## src/rtl/clock_pkg.sv

```systemverilog
// Shared definitions for the time display path: BCD field layout of hh_mm_ss,
// segment constants, digit indices, field/mask bit indices and the snapshot type.
// No ports; imported by seg7_decode and time_display_scan.
package clock_pkg;

  // hh_mm_ss BCD field positions
  localparam int HT_LSB = 18;  // hours tens   [19:18]
  localparam int HT_W   = 2;
  localparam int HU_LSB = 14;  // hours units  [17:14]
  localparam int MT_LSB = 11;  // minutes tens [13:11]
  localparam int MT_W   = 3;
  localparam int MU_LSB = 7;   // minutes units [10:7]
  localparam int ST_LSB = 4;   // seconds tens [6:4]
  localparam int ST_W   = 3;
  localparam int SU_LSB = 0;   // seconds units [3:0]
  localparam int UNIT_W = 4;

  // Largest legal value per digit kind
  localparam logic [3:0] MAX_UNIT = 4'd9;
  localparam logic [3:0] MAX_HR_T = 4'd2;
  localparam logic [3:0] MAX_MS_T = 4'd5;

  // Active-low segment patterns {g,f,e,d,c,b,a}
  localparam logic [6:0] SEG_BLANK = 7'h7F;
  localparam logic [6:0] SEG_DASH  = 7'b0111111;

  // Digit scan order
  localparam logic [2:0] DIG_SEC_U = 3'd0;
  localparam logic [2:0] DIG_SEC_T = 3'd1;
  localparam logic [2:0] DIG_MIN_U = 3'd2;
  localparam logic [2:0] DIG_MIN_T = 3'd3;
  localparam logic [2:0] DIG_HR_U  = 3'd4;
  localparam logic [2:0] DIG_HR_T  = 3'd5;

  // Field / blink_mask bit indices
  localparam logic [1:0] FLD_SEC = 2'd0;
  localparam logic [1:0] FLD_MIN = 2'd1;
  localparam logic [1:0] FLD_HR  = 2'd2;

  // Inputs captured once per frame
  typedef struct packed {
    logic [19:0] hms;
    logic        am_pm;
    logic        mode12h;
    logic [2:0]  mask;
  } snap_t;

  // Each field owns two consecutive digits, so the field is idx/2.
  function automatic logic [1:0] field_of(input logic [2:0] idx);
    return idx[2:1];
  endfunction

endpackage

```

## src/rtl/seg7_decode.sv

```systemverilog
// Purpose: BCD digit to active-low seven-segment glyph, dash when value > i_max.
// Ports: i_val (4-bit digit), i_max (largest legal value), o_seg ({g,f,e,d,c,b,a}).
// Latency: combinational; no backpressure.
module seg7_decode
  import clock_pkg::*;
(
  input  logic [3:0] i_val,
  input  logic [3:0] i_max,
  output logic [6:0] o_seg
);

  always_comb begin
    o_seg = SEG_DASH;
    if (i_val <= i_max) begin
      case (i_val)
        4'd0:    o_seg = 7'b1000000;
        4'd1:    o_seg = 7'b1111001;
        4'd2:    o_seg = 7'b0100100;
        4'd3:    o_seg = 7'b0110000;
        4'd4:    o_seg = 7'b0011001;
        4'd5:    o_seg = 7'b0010010;
        4'd6:    o_seg = 7'b0000010;
        4'd7:    o_seg = 7'b1111000;
        4'd8:    o_seg = 7'b0000000;
        4'd9:    o_seg = 7'b0010000;
        default: o_seg = SEG_DASH;
      endcase
    end
  end

endmodule

```

## src/rtl/time_display_scan.sv

```systemverilog
// Purpose: six-digit multiplexed 7-seg scanner with frame snapshot, 12h format, dp and blink.
// Ports: clk/rst; hh_mm_ss, am_pm, mode12h, blink_mask in; an, seg, dp (active-low), frame_start out.
// Latency: outputs registered from next-state counters; no handshake, inputs sampled once per frame.
module time_display_scan
  import clock_pkg::*;
#(
  parameter int SCAN_DIV     = 1000,
  parameter int BLINK_FRAMES = 64
) (
  input  logic        clk,
  input  logic        rst,
  input  logic [19:0] hh_mm_ss,
  input  logic        am_pm,
  input  logic        mode12h,
  input  logic [2:0]  blink_mask,
  output logic [5:0]  an,
  output logic [6:0]  seg,
  output logic        dp,
  output logic        frame_start
);

  localparam int PC_W = $clog2(SCAN_DIV);
  localparam int FC_W = (BLINK_FRAMES > 1) ? $clog2(BLINK_FRAMES) : 1;
  localparam logic [PC_W-1:0] PC_LAST = PC_W'(SCAN_DIV - 1);
  localparam logic [FC_W-1:0] FC_LAST = FC_W'(BLINK_FRAMES - 1);

  logic [PC_W-1:0] r_pc;
  logic [2:0]      r_idx;
  logic [FC_W-1:0] r_frame_cnt;
  logic            r_blink_on;
  snap_t           r_snap;

  logic [PC_W-1:0] w_pc_nxt;
  logic [2:0]      w_idx_nxt;
  logic            w_pc_wrap;
  logic            w_frame_end;
  logic [3:0]      w_dig_val;
  logic [3:0]      w_dig_max;
  logic [6:0]      w_dec_seg;
  logic            w_hidden;
  logic [5:0]      w_an_d;
  logic [6:0]      w_seg_d;
  logic            w_dp_d;

  assign w_pc_wrap   = (r_pc == PC_LAST);
  assign w_frame_end = w_pc_wrap && (r_idx == DIG_HR_T);
  assign w_pc_nxt    = w_pc_wrap ? '0 : r_pc + 1'b1;
  assign w_idx_nxt   = !w_pc_wrap    ? r_idx :
                       w_frame_end   ? DIG_SEC_U : r_idx + 3'd1;

  // Digit selection from the frame snapshot; tens fields are zero-extended.
  always_comb begin
    w_dig_val = r_snap.hms[SU_LSB +: UNIT_W];
    w_dig_max = MAX_UNIT;
    case (w_idx_nxt)
      DIG_SEC_T: begin
        w_dig_val = {1'b0, r_snap.hms[ST_LSB +: ST_W]};
        w_dig_max = MAX_MS_T;
      end
      DIG_MIN_U: w_dig_val = r_snap.hms[MU_LSB +: UNIT_W];
      DIG_MIN_T: begin
        w_dig_val = {1'b0, r_snap.hms[MT_LSB +: MT_W]};
        w_dig_max = MAX_MS_T;
      end
      DIG_HR_U:  w_dig_val = r_snap.hms[HU_LSB +: UNIT_W];
      DIG_HR_T: begin
        w_dig_val = {2'b00, r_snap.hms[HT_LSB +: HT_W]};
        w_dig_max = MAX_HR_T;
      end
      default: ;
    endcase
  end

  seg7_decode u_dec (
    .i_val (w_dig_val),
    .i_max (w_dig_max),
    .o_seg (w_dec_seg)
  );

  // Next output values. pc_nxt==0 is the dead cycle between digits; when
  // pc_nxt!=0 no frame boundary is crossed, so the registered snapshot and
  // blink phase are the ones belonging to the digit being lit.
  always_comb begin
    w_an_d   = 6'h3F;
    w_seg_d  = SEG_BLANK;
    w_dp_d   = 1'b1;
    w_hidden = !r_blink_on && r_snap.mask[field_of(w_idx_nxt)];
    if (w_pc_nxt != '0) begin
      w_an_d = ~(6'b000001 << w_idx_nxt);
      if (!w_hidden) begin
        w_seg_d = w_dec_seg;
        // 12h leading-zero suppression on hours tens
        if (w_idx_nxt == DIG_HR_T && r_snap.mode12h &&
            r_snap.hms[HT_LSB +: HT_W] == 2'd0)
          w_seg_d = SEG_BLANK;
        if (w_idx_nxt == DIG_MIN_U || w_idx_nxt == DIG_HR_U)
          w_dp_d = 1'b0;
        // PM indicator rides on the rightmost decimal point
        if (w_idx_nxt == DIG_SEC_U && r_snap.mode12h && r_snap.am_pm)
          w_dp_d = 1'b0;
      end
    end
  end

  always_ff @(posedge clk or posedge rst) begin
    if (rst) begin
      r_pc        <= '0;
      r_idx       <= DIG_SEC_U;
      r_frame_cnt <= '0;
      r_blink_on  <= 1'b1;
      r_snap      <= '0;
      an          <= 6'h3F;
      seg         <= SEG_BLANK;
      dp          <= 1'b1;
      frame_start <= 1'b0;
    end else begin
      r_pc  <= w_pc_nxt;
      r_idx <= w_idx_nxt;
      if (w_frame_end) begin
        r_snap <= '{hms: hh_mm_ss, am_pm: am_pm, mode12h: mode12h, mask: blink_mask};
        if (r_frame_cnt == FC_LAST) begin
          r_frame_cnt <= '0;
          r_blink_on  <= !r_blink_on;
        end else begin
          r_frame_cnt <= r_frame_cnt + 1'b1;
        end
      end
      an          <= w_an_d;
      seg         <= w_seg_d;
      dp          <= w_dp_d;
      frame_start <= w_frame_end;
    end
  end

endmodule

```

## config.mk

```make
export PLATFORM = sky130hd
export DESIGN_NAME = time_display_scan
export DESIGN_NICKNAME = d
export VERILOG_FILES = /design/src/rtl/clock_pkg.sv /design/src/rtl/seg7_decode.sv /design/src/rtl/time_display_scan.sv
export SDC_FILE = /design/constraint.sdc
export NUM_CORES = 1
export LEC_CHECK = 0
export ABC_AREA = 1
export BUFFER_PORTS_ARGS = -buffer_cell sky130_fd_sc_hd__clkbuf_2
export CORE_ASPECT_RATIO = 1.1
export CORE_MARGIN = 2
export CORE_UTILIZATION = 29
export CTS_CLUSTER_SIZE = 24
export DETAILED_ROUTE_END_ITERATION = 10
export PLACE_DENSITY_LB_ADDON = 0.3
export SLEW_MARGIN = 40
export SYNTH_ARGS = -nofsm -noshare
export SYNTH_HDL_FRONTEND = slang
export SYNTH_SLANG_ARGS = --single-unit
```

## constraint.sdc

```tcl
create_clock -name clk -period 5.8 [get_ports clk]
set_input_delay 1.16 -clock clk [delete_from_list [all_inputs] [get_ports clk]]
set_output_delay 1.16 -clock clk [all_outputs]
set_load 0.1 [all_outputs]
```

After elaboration in Yosys (flattened, before gate mapping)
Memories as Yosys holds them, arrays and structs flattened.
Cells that the tools add are included.
- $add $sub $neg: 3
- $mul: 0
- div/mod/pow operators: 0
- order comparisons: 2
- equality and inequality tests: 8
- shift-type cells: 1
- mux-type cells: 17
- bitwise operators: 1
- reduce and logical (&&, ||, !) cells: 13
- operators with widths (kind ; number):
    two-way mux 7 bit ; 4
    one-hot mux 4 bit (5 select lines) ; 1
    two-way mux 6 bit ; 2
    adder 10 x 1 -> 10 bit (second input constant) ; 1
    == test 10 bit (second input constant) ; 1
    two-way mux 10 bit ; 1
    nonzero test 10 bit ; 1
    == test 3 bit (second input constant) ; 3
    one-hot mux 4 bit (2 select lines) ; 1
    adder 6 x 1 -> 6 bit (second input constant) ; 1
    == test 3 x 2 -> 1 bit (second input constant) ; 2
    == test 6 bit (second input constant) ; 1
    logical AND 1 bit ; 6
    two-way mux 3 bit ; 2
    inverter 6 bit ; 1
    left shift 1 x 3 -> 6 bit (first input constant) ; 1
    two-way mux 1 bit ; 5
    less-or-equal comparator 4 bit ; 1
    adder 3 x 1 -> 3 bit (second input constant) ; 1
    == test 3 x 1 -> 1 bit (second input constant) ; 1
    zero test 3 bit ; 1
    < comparator 2 x 3 -> 1 bit (second input constant) ; 1
    binary-select mux 1 bit (select 2 bit) ; 1
    zero test 2 bit ; 1
    4 further kinds ; 4
- bits in registers: 60
- latch bits: 0
- memory bits (writable): 0
- ROM bits: 112
- output and inout bits: 15
- memories kept: 1
- memories (name ; depth ; bits a word ; rd ports ; clocked after memory_dff ; wr ports ; line ; text):
    (name not given) ; 16 ; 7 ; 1 ; 0 ; 0 ; seg7_decode.sv:15 ; case (i_val)

Logic depth before layout (Yosys ltp)
Gate-level depths: netlist of run 1.
- depth in word-level cells: 12
- mapped depth: 24
- depth with buffers taken out: 24

Cells and area by module
Synthesis of run 1 repeated with hierarchy kept, for this count alone.
- cells, all modules: 418
- area total of the unflattened synthesis: 3339.5 sq um
- by module, submodules not included (module ; times used ; cells each ; area an instance (sq um) ; seq. area each (sq um)):
    time_display_scan ; 1 ; 361 ; 3019.1 ; 1520.2
    seg7_decode ; 1 ; 57 ; 320.3 ; 0.0

Least setup slack after synthesis of run 1
No wires, ideal clock.
- path kind: reg2reg
- start: reg r_pc[0]
- end: reg seg[0]
- arrival time: 2792 ps
- data required time: 5736 ps
- path slack: 2945 ps
- cell stages (with the launch flop): 23
- path buffers: 0
- period minus slack after synthesis: 2855 ps
- cells stage by stage: dfrtp_1 > ha_1 > nand2_2 > nor2_4 > nand3_4 > nand2_2 > nand2_4 > nor2_4 > nand2_2 > nand2_2 > inv_2 > or2_4 > nand2_4 > inv_2 > ha_1 > nand2_1 > inv_1 > o21ai_0 > a32oi_1 > inv_1 > nand4_1 > inv_1 > nand3_1
- word-level cells in the longest chain between the ends: 12
- elaborated cells between the ends (all ways): 26
- classes of those cells: add/sub (1); order compare (1); eq/ne (6); mux (11); reduce/logical (6); memory (1)
- ends and longest elaborated chain (what ; line ; text):
    start: declaration ; time_display_scan.sv:27 ; logic [PC_W-1:0] r_pc;
    start signal: assignment ; time_display_scan.sv:117 ; r_pc <= w_pc_nxt;
    == test 10 bit * ; time_display_scan.sv:45 ; assign w_pc_wrap = (r_pc == PC_LAST);
    logical AND 1 bit ; time_display_scan.sv:46 ; assign w_frame_end = w_pc_wrap && (r_idx == DIG_HR_T);
    two-way mux 3 bit ; time_display_scan.sv:49 ; w_frame_end ? DIG_SEC_U : r_idx + 3'd1;
    two-way mux 3 bit * ; time_display_scan.sv:48 ; assign w_idx_nxt = !w_pc_wrap ? r_idx :
    via w_idx_nxt[1] ; time_display_scan.sv:34 ; logic [2:0] w_idx_nxt;
    == test 3 x 2 -> 1 bit / == test 3 x 1 -> 1 bit (equally long branches) ; time_display_scan.sv:55 ; case (w_idx_nxt)
    OR reduction 2 bit (no line) ; n/a ;
    one-hot mux 4 bit (2 select lines) ; time_display_scan.sv:55 ;
    less-or-equal comparator 4 bit ; seg7_decode.sv:14 ; if (i_val <= i_max) begin
    two-way mux 7 bit ; seg7_decode.sv:14 ;
    two-way mux 7 bit ; time_display_scan.sv:93 ; if (w_idx_nxt == DIG_HR_T && r_snap.mode12h &&
    two-way mux 7 bit * ; time_display_scan.sv:90 ; if (!w_hidden) begin
    two-way mux 7 bit * ; time_display_scan.sv:88 ; if (w_pc_nxt != '0) begin
    via w_seg_d[0] ; time_display_scan.sv:42 ; logic [6:0] w_seg_d;
    end signal: assignment ; time_display_scan.sv:129 ; seg <= w_seg_d;
    end: declaration ; time_display_scan.sv:17 ; output logic [6:0] seg,
The timed path passes the listed nets; every way through them passes the cells marked *. The select of a mux whose other input is x is not followed.
A chain may end at the register's enable or synchronous reset.

Final worst setup path of run 1
- start: reg r_pc[0]
- end: reg seg[5]
- word-level cells in the longest chain between the ends: 12
- elaborated cells between the ends (all ways): 26
- classes of those cells: add/sub (1); order compare (1); eq/ne (6); mux (11); reduce/logical (6); memory (1)
- ends and longest elaborated chain (what ; line):
    == test 10 bit ; time_display_scan.sv:45
    logical AND 1 bit ; time_display_scan.sv:46
    two-way mux 3 bit ; time_display_scan.sv:49
    two-way mux 3 bit ; time_display_scan.sv:48
    == test 3 x 2 -> 1 bit / == test 3 x 1 -> 1 bit (equally long branches) ; time_display_scan.sv:55
    OR reduction 2 bit (no line) ; n/a
    one-hot mux 4 bit (2 select lines) ; time_display_scan.sv:55
    less-or-equal comparator 4 bit ; seg7_decode.sv:14
    two-way mux 7 bit ; seg7_decode.sv:14
    two-way mux 7 bit ; time_display_scan.sv:93
    two-way mux 7 bit ; time_display_scan.sv:90
    two-way mux 7 bit * ; time_display_scan.sv:88
    via w_seg_d[5] ; time_display_scan.sv:42
Marks and branches as above.

==> results of run 1 <==
registers in the layout, summed over array words and instances (netlist names):
name	count
r_blink_on	1
r_frame_cnt	6
dp	1
r_idx	3
r_snap	25
r_pc	10
seg	7
an	6
frame_start	1
worst paths after layout:
path | to | from | cells past startpoint
worst max-delay path | seg[5] | r_pc[0] | 20
worst min-delay path | r_snap[9] | r_snap[9] | 2
worst max register to register | seg[5] | r_pc[0] | 20
worst min register to register | r_snap[9] | r_snap[9] | 2
max in group asynchronous | r_blink_on | rst | 3
min in group asynchronous | r_pc[6] | rst | 3
logic make-up after synthesis:
family	after synthesis	share of synthesized area [%]
adder cells (fa/ha/maj)	13	5.12
AND/OR/NAND/NOR	243	34.5
AO/OA/AOI/OAI	21	3.78
XOR/XNOR	5	1.38
flip-flops	60	47.9
buffers and inverters	61	7.37
stage by stage:
step / cells / utilization (%) / hold slack, ps / cell area [µm²]
floorplan: 403 / - / 442 / 3170
global placement: 586 / 32.8 / 468 / 3550
detailed placement: 586 / 32.8 / 471 / 3550
CTS: 602 / 35.8 / 486 / 3860
global route: 602 / 35.8 / 514 / 3870
finish: 602 / 35.8 / 481 / 3870
routing by layer:
metal | GRT usage, % | share of wire [%]
met1 | 17.6 | 50
met2 | 18.9 | 44
met3 | 2.40 | 4.6
met4 | 6.76 | 1.5
met5 | 0 | 0
cells in the final DEF, fill, tap and decap left out, types with 2 or more instances in the layout:
cell                        count
sky130_fd_sc_hd__a21oi_1        9
sky130_fd_sc_hd__bufinv_16      2
sky130_fd_sc_hd__clkbuf_16      9
sky130_fd_sc_hd__clkbuf_2      41
sky130_fd_sc_hd__clkinv_2       3
sky130_fd_sc_hd__dfrtp_1       45
sky130_fd_sc_hd__dfstp_2       15
sky130_fd_sc_hd__ha_1          13
sky130_fd_sc_hd__inv_1         48
sky130_fd_sc_hd__inv_2          6
sky130_fd_sc_hd__nand2_1      124
sky130_fd_sc_hd__nand2_2        9
sky130_fd_sc_hd__nand2_4        2
sky130_fd_sc_hd__nand3_1       46
sky130_fd_sc_hd__nand3b_1       2
sky130_fd_sc_hd__nand4_1        7
sky130_fd_sc_hd__nor2_1        36
sky130_fd_sc_hd__nor2_2         4
sky130_fd_sc_hd__nor2_4         2
sky130_fd_sc_hd__nor3_1         5
sky130_fd_sc_hd__o21ai_0        7
sky130_fd_sc_hd__xor2_1         4
worst max-delay path, stage by stage (launching register included):
cell,delay (ps)
sky130_fd_sc_hd__dfrtp_1,440
sky130_fd_sc_hd__ha_1,250
sky130_fd_sc_hd__nand2_2,120
sky130_fd_sc_hd__nor2_4,220
sky130_fd_sc_hd__nand3_1,410
sky130_fd_sc_hd__nand3_1,520
sky130_fd_sc_hd__nand2_2,140
sky130_fd_sc_hd__nand2_2,110
sky130_fd_sc_hd__inv_2,60
sky130_fd_sc_hd__or2_4,240
sky130_fd_sc_hd__nand2_4,90
sky130_fd_sc_hd__inv_2,60
sky130_fd_sc_hd__ha_1,280
sky130_fd_sc_hd__nand2_1,50
sky130_fd_sc_hd__inv_1,70
sky130_fd_sc_hd__o21ai_0,90
sky130_fd_sc_hd__a32oi_1,240
sky130_fd_sc_hd__inv_1,70
sky130_fd_sc_hd__nand4_1,130
sky130_fd_sc_hd__inv_1,110
sky130_fd_sc_hd__nand3_1,100
power by group through the flow:
stage,clock [mW],combinational (mW),sequential (mW)
2_1_floorplan,0,0.0136,0.428
3_3_place_gp,0,0.0271,0.428
3_5_place_dp,0,0.0278,0.428
4_1_cts,0.577,0.0281,0.421
5_1_grt,0.593,0.0316,0.421
6_report,0.562,0.0271,0.422
cell type report:
class                   count  share of cell area (%)
clock inverters             5                    1.94
flip-flops and latches     60                    39.3
inverters                  54                    5.24
multi-input cells         282                    36.7
well taps                 147                    4.75
clock buffers              11                    6.27
repair buffers             43                    5.79
==> results_dict.tcl, run 1 <==
set metrics [dict create \
    numClockSinks 60 \
    fin_crit_ps 3870 \
    grt_pass1_vias 2529 \
    slew_of_the_pin_with_the_lowest_slew_margin_ps 647 \
    most_numerous_cell_in_the_yosys_netlist "sky130_fd_sc_hd__nand2_1" \
    place_ws_ps 1930 \
    die-height_um 114 \
    drt-pass1-iter-count 4 \
    post-route-drc-count 0 \
    worstSetupPathType "flop to flop" \
    wl_per_cell_um 11.7 \
    synthFlopType "sky130_fd_sc_hd__dfrtp_1" \
    clk_path_buf_depth 2 \
    layout-drive-gt1-share_pct 22.0 \
    gp_congestion 0.899 \
    multi_input_comb_area_um2 1420 \
    outcome "complete, no violations" \
    synthDistinctLibCells 33 \
    clock_tree.htree_level_count 3 \
    grt_pass1_wl_um 12000 \
    max-cap-violations 0 \
    cts_post_setup_buffers_inserted 0 \
    initial_core_util_pct 29.4 \
    setup.worst_path.start_class "flop" \
    setup-violations-final 0 \
    power_density_nw_per_um2 261 \
    critPathCaptureType "flop" \
    crit_required_ps 6060 \
    share_comb_of_total_power_pct 2.7 \
    cp_max_fo 14 \
    post-route-period-util_pct 66.8 \
    drt_iter0_drc 234 \
    clk_root_buffer_cell "sky130_fd_sc_hd__clkbuf_16" \
    mappedNetlistArea_um2 3170 \
    top_level_i_o_count 42 \
    ys_async_sr_fraction_pct 100 \
    cts-hold-fix-buffers 0 \
    grt_antenna_before_repair 0 \
    cts-buffers-inserted 9 \
    flops_latches_synth 60 \
    worst_hold_path_type "flop to flop" \
    synth_enable_flop_cells 0 \
    dieArea_um2 11800 \
    route.antenna.remaining_nets 0 \
    postSynthNetCount 443 \
    synth-seq-area-share_pct 47.9 \
    synth_top_area_share_pct 35.5 \
    floorplan.rows 40 \
    layout.nets 490 \
    yosys-top-cells-count "sky130_fd_sc_hd__nand2_1, sky130_fd_sc_hd__inv_1, sky130_fd_sc_hd__nand3_1" \
    crit_arrival_ps 4130 \
    aggregate_global_route_resource_usage_pct 12.7 \
    vias 2614 \
    synth-warning-count 0 \
    fillers 1137 \
    worst_skew_pair.late_latency_ps 320 \
    vdd_ir_drop_max_v 0.000104 \
    grt_remaining_overflow 0 \
    max-slew-margin-rel_pct 56.8 \
    total_count_of_max_transition_violations_in_the_final_report 0 \
    leakage_nw 1.93 \
    syn-mean-instance-area_um2 7.88 \
    grt_max_degree 61 \
    half_perimeter_wire_length_of_the_detailed_placement_result_um 5300 \
    clock_power_share_pct 55.6 \
    tritoncts "built" \
    post_drt_via_cell_ratio 4.34 \
    flow.area_growth_from_synthesis_pct 21.9 \
    clock.fmax_mhz 258 \
    design_power_total_mw 1.01 \
    synth_top_cell_by_area "sky130_fd_sc_hd__dfrtp_1" \
    fin_setup_tns_ps 0 \
    power.switching_mw 0.195 \
    route.final.wire_length_um 7020 \
    postSynthCellCount 403 \
    yosys-top-cells-area "sky130_fd_sc_hd__dfrtp_1, sky130_fd_sc_hd__nand2_1, sky130_fd_sc_hd__dfstp_2, sky130_fd_sc_hd__nand3_1, sky130_fd_sc_hd__inv_1" \
    switching_share_of_power_pct 19.3 \
    n_diodes 0 \
    setup_repair_after_global_routing_missed_its_margin "no" \
    io_buffers 41 \
    seq_power_share_pct 41.7 \
    coreArea_um2 10800 \
    die_width_um 104 \
    final_hold_viol_count 0 \
    fin_skew_ps 8.00 \
    ctsResizeCount 0 \
    timing.reg2reg.setup_slack_ps 1930 \
    p_int_mw 0.816 \
    least_setup_slack_across_all_paths_after_layout_ps 1930 \
    path_clk_slew_ps 50 \
    regArea_um2 1520 \
]
(Power assumes the default switching activity.)
==> inputs of run 2 (changes only) <==
- ABC_AREA: 1 -> 0
- clock period: 5.8 -> 3.7 ns (I/O delays scaled with it)
==> run 2 against run 1 <==
Wire length up 13%. Core utilization up 1.3 points. Largest power group unchanged. Final cell count down 5.3%. Count of clock-buffer cells in the layout unchanged. Setup slack worse by 1700 ps. Synthesized cell count down 8.4%. Worst hold slack worse by 20 ps. Critical endpoint is now seg[2]. Critical path type unchanged.
==> results_dict.tcl, run 2 <==
set metrics [dict create \
    outcome "complete, no violations" \
    initial_core_util_pct 30.1 \
    clock_tree.htree_level_count 3 \
    ys_async_sr_fraction_pct 100 \
    top_registers "r_snap x25, r_pc x10, seg x7" \
    aggregate_global_route_resource_usage_pct 14.1 \
    vias 2801 \
    setup-violations-final 0 \
    die-height_um 116 \
    layout.cells.most_common "sky130_fd_sc_hd__nand2_1" \
    fillers 1120 \
    post-route-period-util_pct 94.4 \
    mappedNetlistArea_um2 3310 \
    n_diodes 0 \
    floorplan.rows 40 \
    half_perimeter_wire_length_of_the_detailed_placement_result_um 5860 \
    io_buffers 41 \
    path_clk_slew_ps 50 \
    post-route-drc-count 0 \
    slew_of_the_pin_with_the_lowest_slew_margin_ps 597 \
    clock.fmax_mhz 286 \
    timing.rr.start "r_pc[0]" \
    grt_antenna_before_repair 0 \
    worst_hold_path_type "flop to flop" \
    clk_path_buf_depth 2 \
    post_drt_via_cell_ratio 4.91 \
    postSynthNetCount 409 \
    yosys-top-cells-area "sky130_fd_sc_hd__dfrtp_1, sky130_fd_sc_hd__dfstp_2, sky130_fd_sc_hd__nand2_1, sky130_fd_sc_hd__ha_1, sky130_fd_sc_hd__o21ai_0" \
    leakage_nw 1.79 \
    die_width_um 106 \
    grt_remaining_overflow 0 \
    synthDistinctLibCells 59 \
    route.antenna.remaining_nets 0 \
    worstSetupPathType "flop to flop" \
    power_density_nw_per_um2 372 \
    cts-buffers-inserted 9 \
    cts_post_setup_buffers_inserted 0 \
    number_of_flip_flops_in_the_largest_register 25 \
    hold_end "r_pc[0]" \
    grt_max_degree 50 \
    hold_path_startpoint "r_pc[0]" \
    flops_latches_synth 60 \
    fin_setup_tns_ps 0 \
    regMostFlops "r_snap" \
    top_level_i_o_count 42 \
    crit_arrival_ps 3740 \
    final_hold_viol_count 0 \
    tritoncts "built" \
    layout-drive-gt1-share_pct 26.7 \
    gp_congestion 0.898 \
    layout_common_cells "sky130_fd_sc_hd__nand2_1, sky130_fd_sc_hd__dfrtp_1, sky130_fd_sc_hd__clkbuf_2" \
    crit_required_ps 3950 \
    drt-pass1-iter-count 5 \
    most_numerous_cell_in_the_yosys_netlist "sky130_fd_sc_hd__nand2_1" \
    synth_top_area_share_pct 34.0 \
    synth-seq-area-share_pct 45.9 \
    total_count_of_max_transition_violations_in_the_final_report 0 \
    layoutNonFillerInstCount 570 \
    setup.worst_path.start_class "flop" \
    synth_enable_flop_cells 0 \
    worst_skew_pair.late_latency_ps 330 \
    fin_crit_ps 3490 \
    layout.nets 458 \
    critPathCaptureType "flop" \
    drt_iter0_drc 175 \
    wl_per_cell_um 13.9 \
    fin_skew_ps 5.95 \
    grt_pass1_vias 2792 \
    yosys-top-cells-count "sky130_fd_sc_hd__nand2_1, sky130_fd_sc_hd__dfrtp_1, sky130_fd_sc_hd__o21ai_0" \
    syn-mean-instance-area_um2 8.98 \
    regToRegEndpoint "seg[2]" \
    cp_max_fo 13 \
    synth_top_cell_by_area "sky130_fd_sc_hd__dfrtp_1" \
    flow.area_growth_from_synthesis_pct 23.2 \
    coreArea_um2 11000 \
    grt_pass1_wl_um 13600 \
    vdd_ir_drop_max_v 0.000183 \
    dieArea_um2 12300 \
    clk_root_buffer_cell "sky130_fd_sc_hd__clkbuf_16" \
    synth-warning-count 0 \
    numClockSinks 60 \
    timing.reg2reg.setup_slack_ps 210 \
    max-cap-violations 0 \
    placed_cells_incl_taps 554 \
    max-slew-margin-rel_pct 60.2 \
    postSynthCellCount 369 \
    ff2ff_path_depth 15 \
    worst_hold_path.num_cells 1 \
    route.final.wire_length_um 7940 \
    synthFlopType "sky130_fd_sc_hd__dfrtp_1" \
]
-- run 2: cell count changes in the layout (fill, tap and decap cells not counted), moves of 11 or more --
cell / delta
sky130_fd_sc_hd__nor2_1: -24
sky130_fd_sc_hd__inv_1: -36
sky130_fd_sc_hd__nand3_1: -34
sky130_fd_sc_hd__nand2_1: -25
sky130_fd_sc_hd__o21ai_0: +11
sky130_fd_sc_hd__buf_4: +14
-- run 2: metrics by stage --
step                total power, mW  setup WS, ps  hold WS [ps]  utilization (%)  area (µm²)
CTS                            1.54          56.1           471             36.6        4030
global route                   1.58         -23.1           481             37.1        4080
global placement              0.696           184           435             33.8        3720
finish                         1.52           209           461             37.1        4080
detailed placement            0.697          92.3           447             33.9        3730
floorplan                     0.678           167           425                -        3310
-- run 2: worst max-delay path by stage --
stage               startpoint     end
finish                 r_pc[0]  seg[2]
global route           r_pc[0]  seg[2]
CTS                    r_pc[0]  seg[2]
detailed placement     r_pc[0]  seg[2]
global placement      r_idx[1]  seg[1]
floorplan              r_pc[0]  seg[1]
-- run 2: area by class of cell --
type | instances | area [µm²] | area share, %
inverter | 15 | 60.1 | 1.47
clock inverter | 5 | 61.3 | 1.50
multi-input combinational | 276 | 1690 | 41.5
tap | 147 | 184 | 4.50
sequential | 60 | 1520 | 37.3
timing repair buffer | 56 | 318 | 7.78
clock buffer | 11 | 243 | 5.94
-- run 2: cell families after synthesis --
family | synth area share (%)
adder cells (fa/ha/maj) | 4.91
buffers and inverters | 4.49
AND/OR/NAND/NOR | 26.8
AO/OA/AOI/OAI | 15.0
flip-flops | 45.9
XOR/XNOR | 2.91
-- run 2: power breakdown --
part | total [mW] | switching [mW] | internal [mW]
Sequential | 0.658 | 0 | 0.658
Combinational | 0.0271 | 0.0163 | 0.0108
Clock | 0.835 | 0.295 | 0.540
Total | 1.52 | 0.312 | 1.21
-- run 2: worst max-delay path, cell delays in order (launching register included) --
cell                       delay (ps)
sky130_fd_sc_hd__dfrtp_1          390
sky130_fd_sc_hd__ha_1             260
sky130_fd_sc_hd__and2_4           200
sky130_fd_sc_hd__a31oi_1          340
sky130_fd_sc_hd__nor2_2           140
sky130_fd_sc_hd__inv_2            150
sky130_fd_sc_hd__a211o_1          140
sky130_fd_sc_hd__or4b_4           540
sky130_fd_sc_hd__inv_1            160
sky130_fd_sc_hd__ha_1             260
sky130_fd_sc_hd__o21ai_0           90
sky130_fd_sc_hd__nand2b_1          80
sky130_fd_sc_hd__a21oi_1          150
sky130_fd_sc_hd__a41o_1           130
sky130_fd_sc_hd__and4b_2          280
sky130_fd_sc_hd__o21ai_0          110
-- run 2: what timing repair did --
action                                  CTS  global route
gates resized for setup                   0            16
endpoints found under the setup margin    0             7
hold buffers                              0             0
-- run 2: per-layer routing --
metal | vias up | part of all wire (%) | global-route usage (%) | wire length (µm)
met4 | 0 | 2.0 | 5.79 | 159
met3 | 13 | 5.2 | 3.57 | 416
met2 | 80 | 45 | 21.4 | 3560
met1 | 1315 | 48 | 19.3 | 3810
met5 | - | 0 | 0 | 0
li1 | 1393 | - | - | -
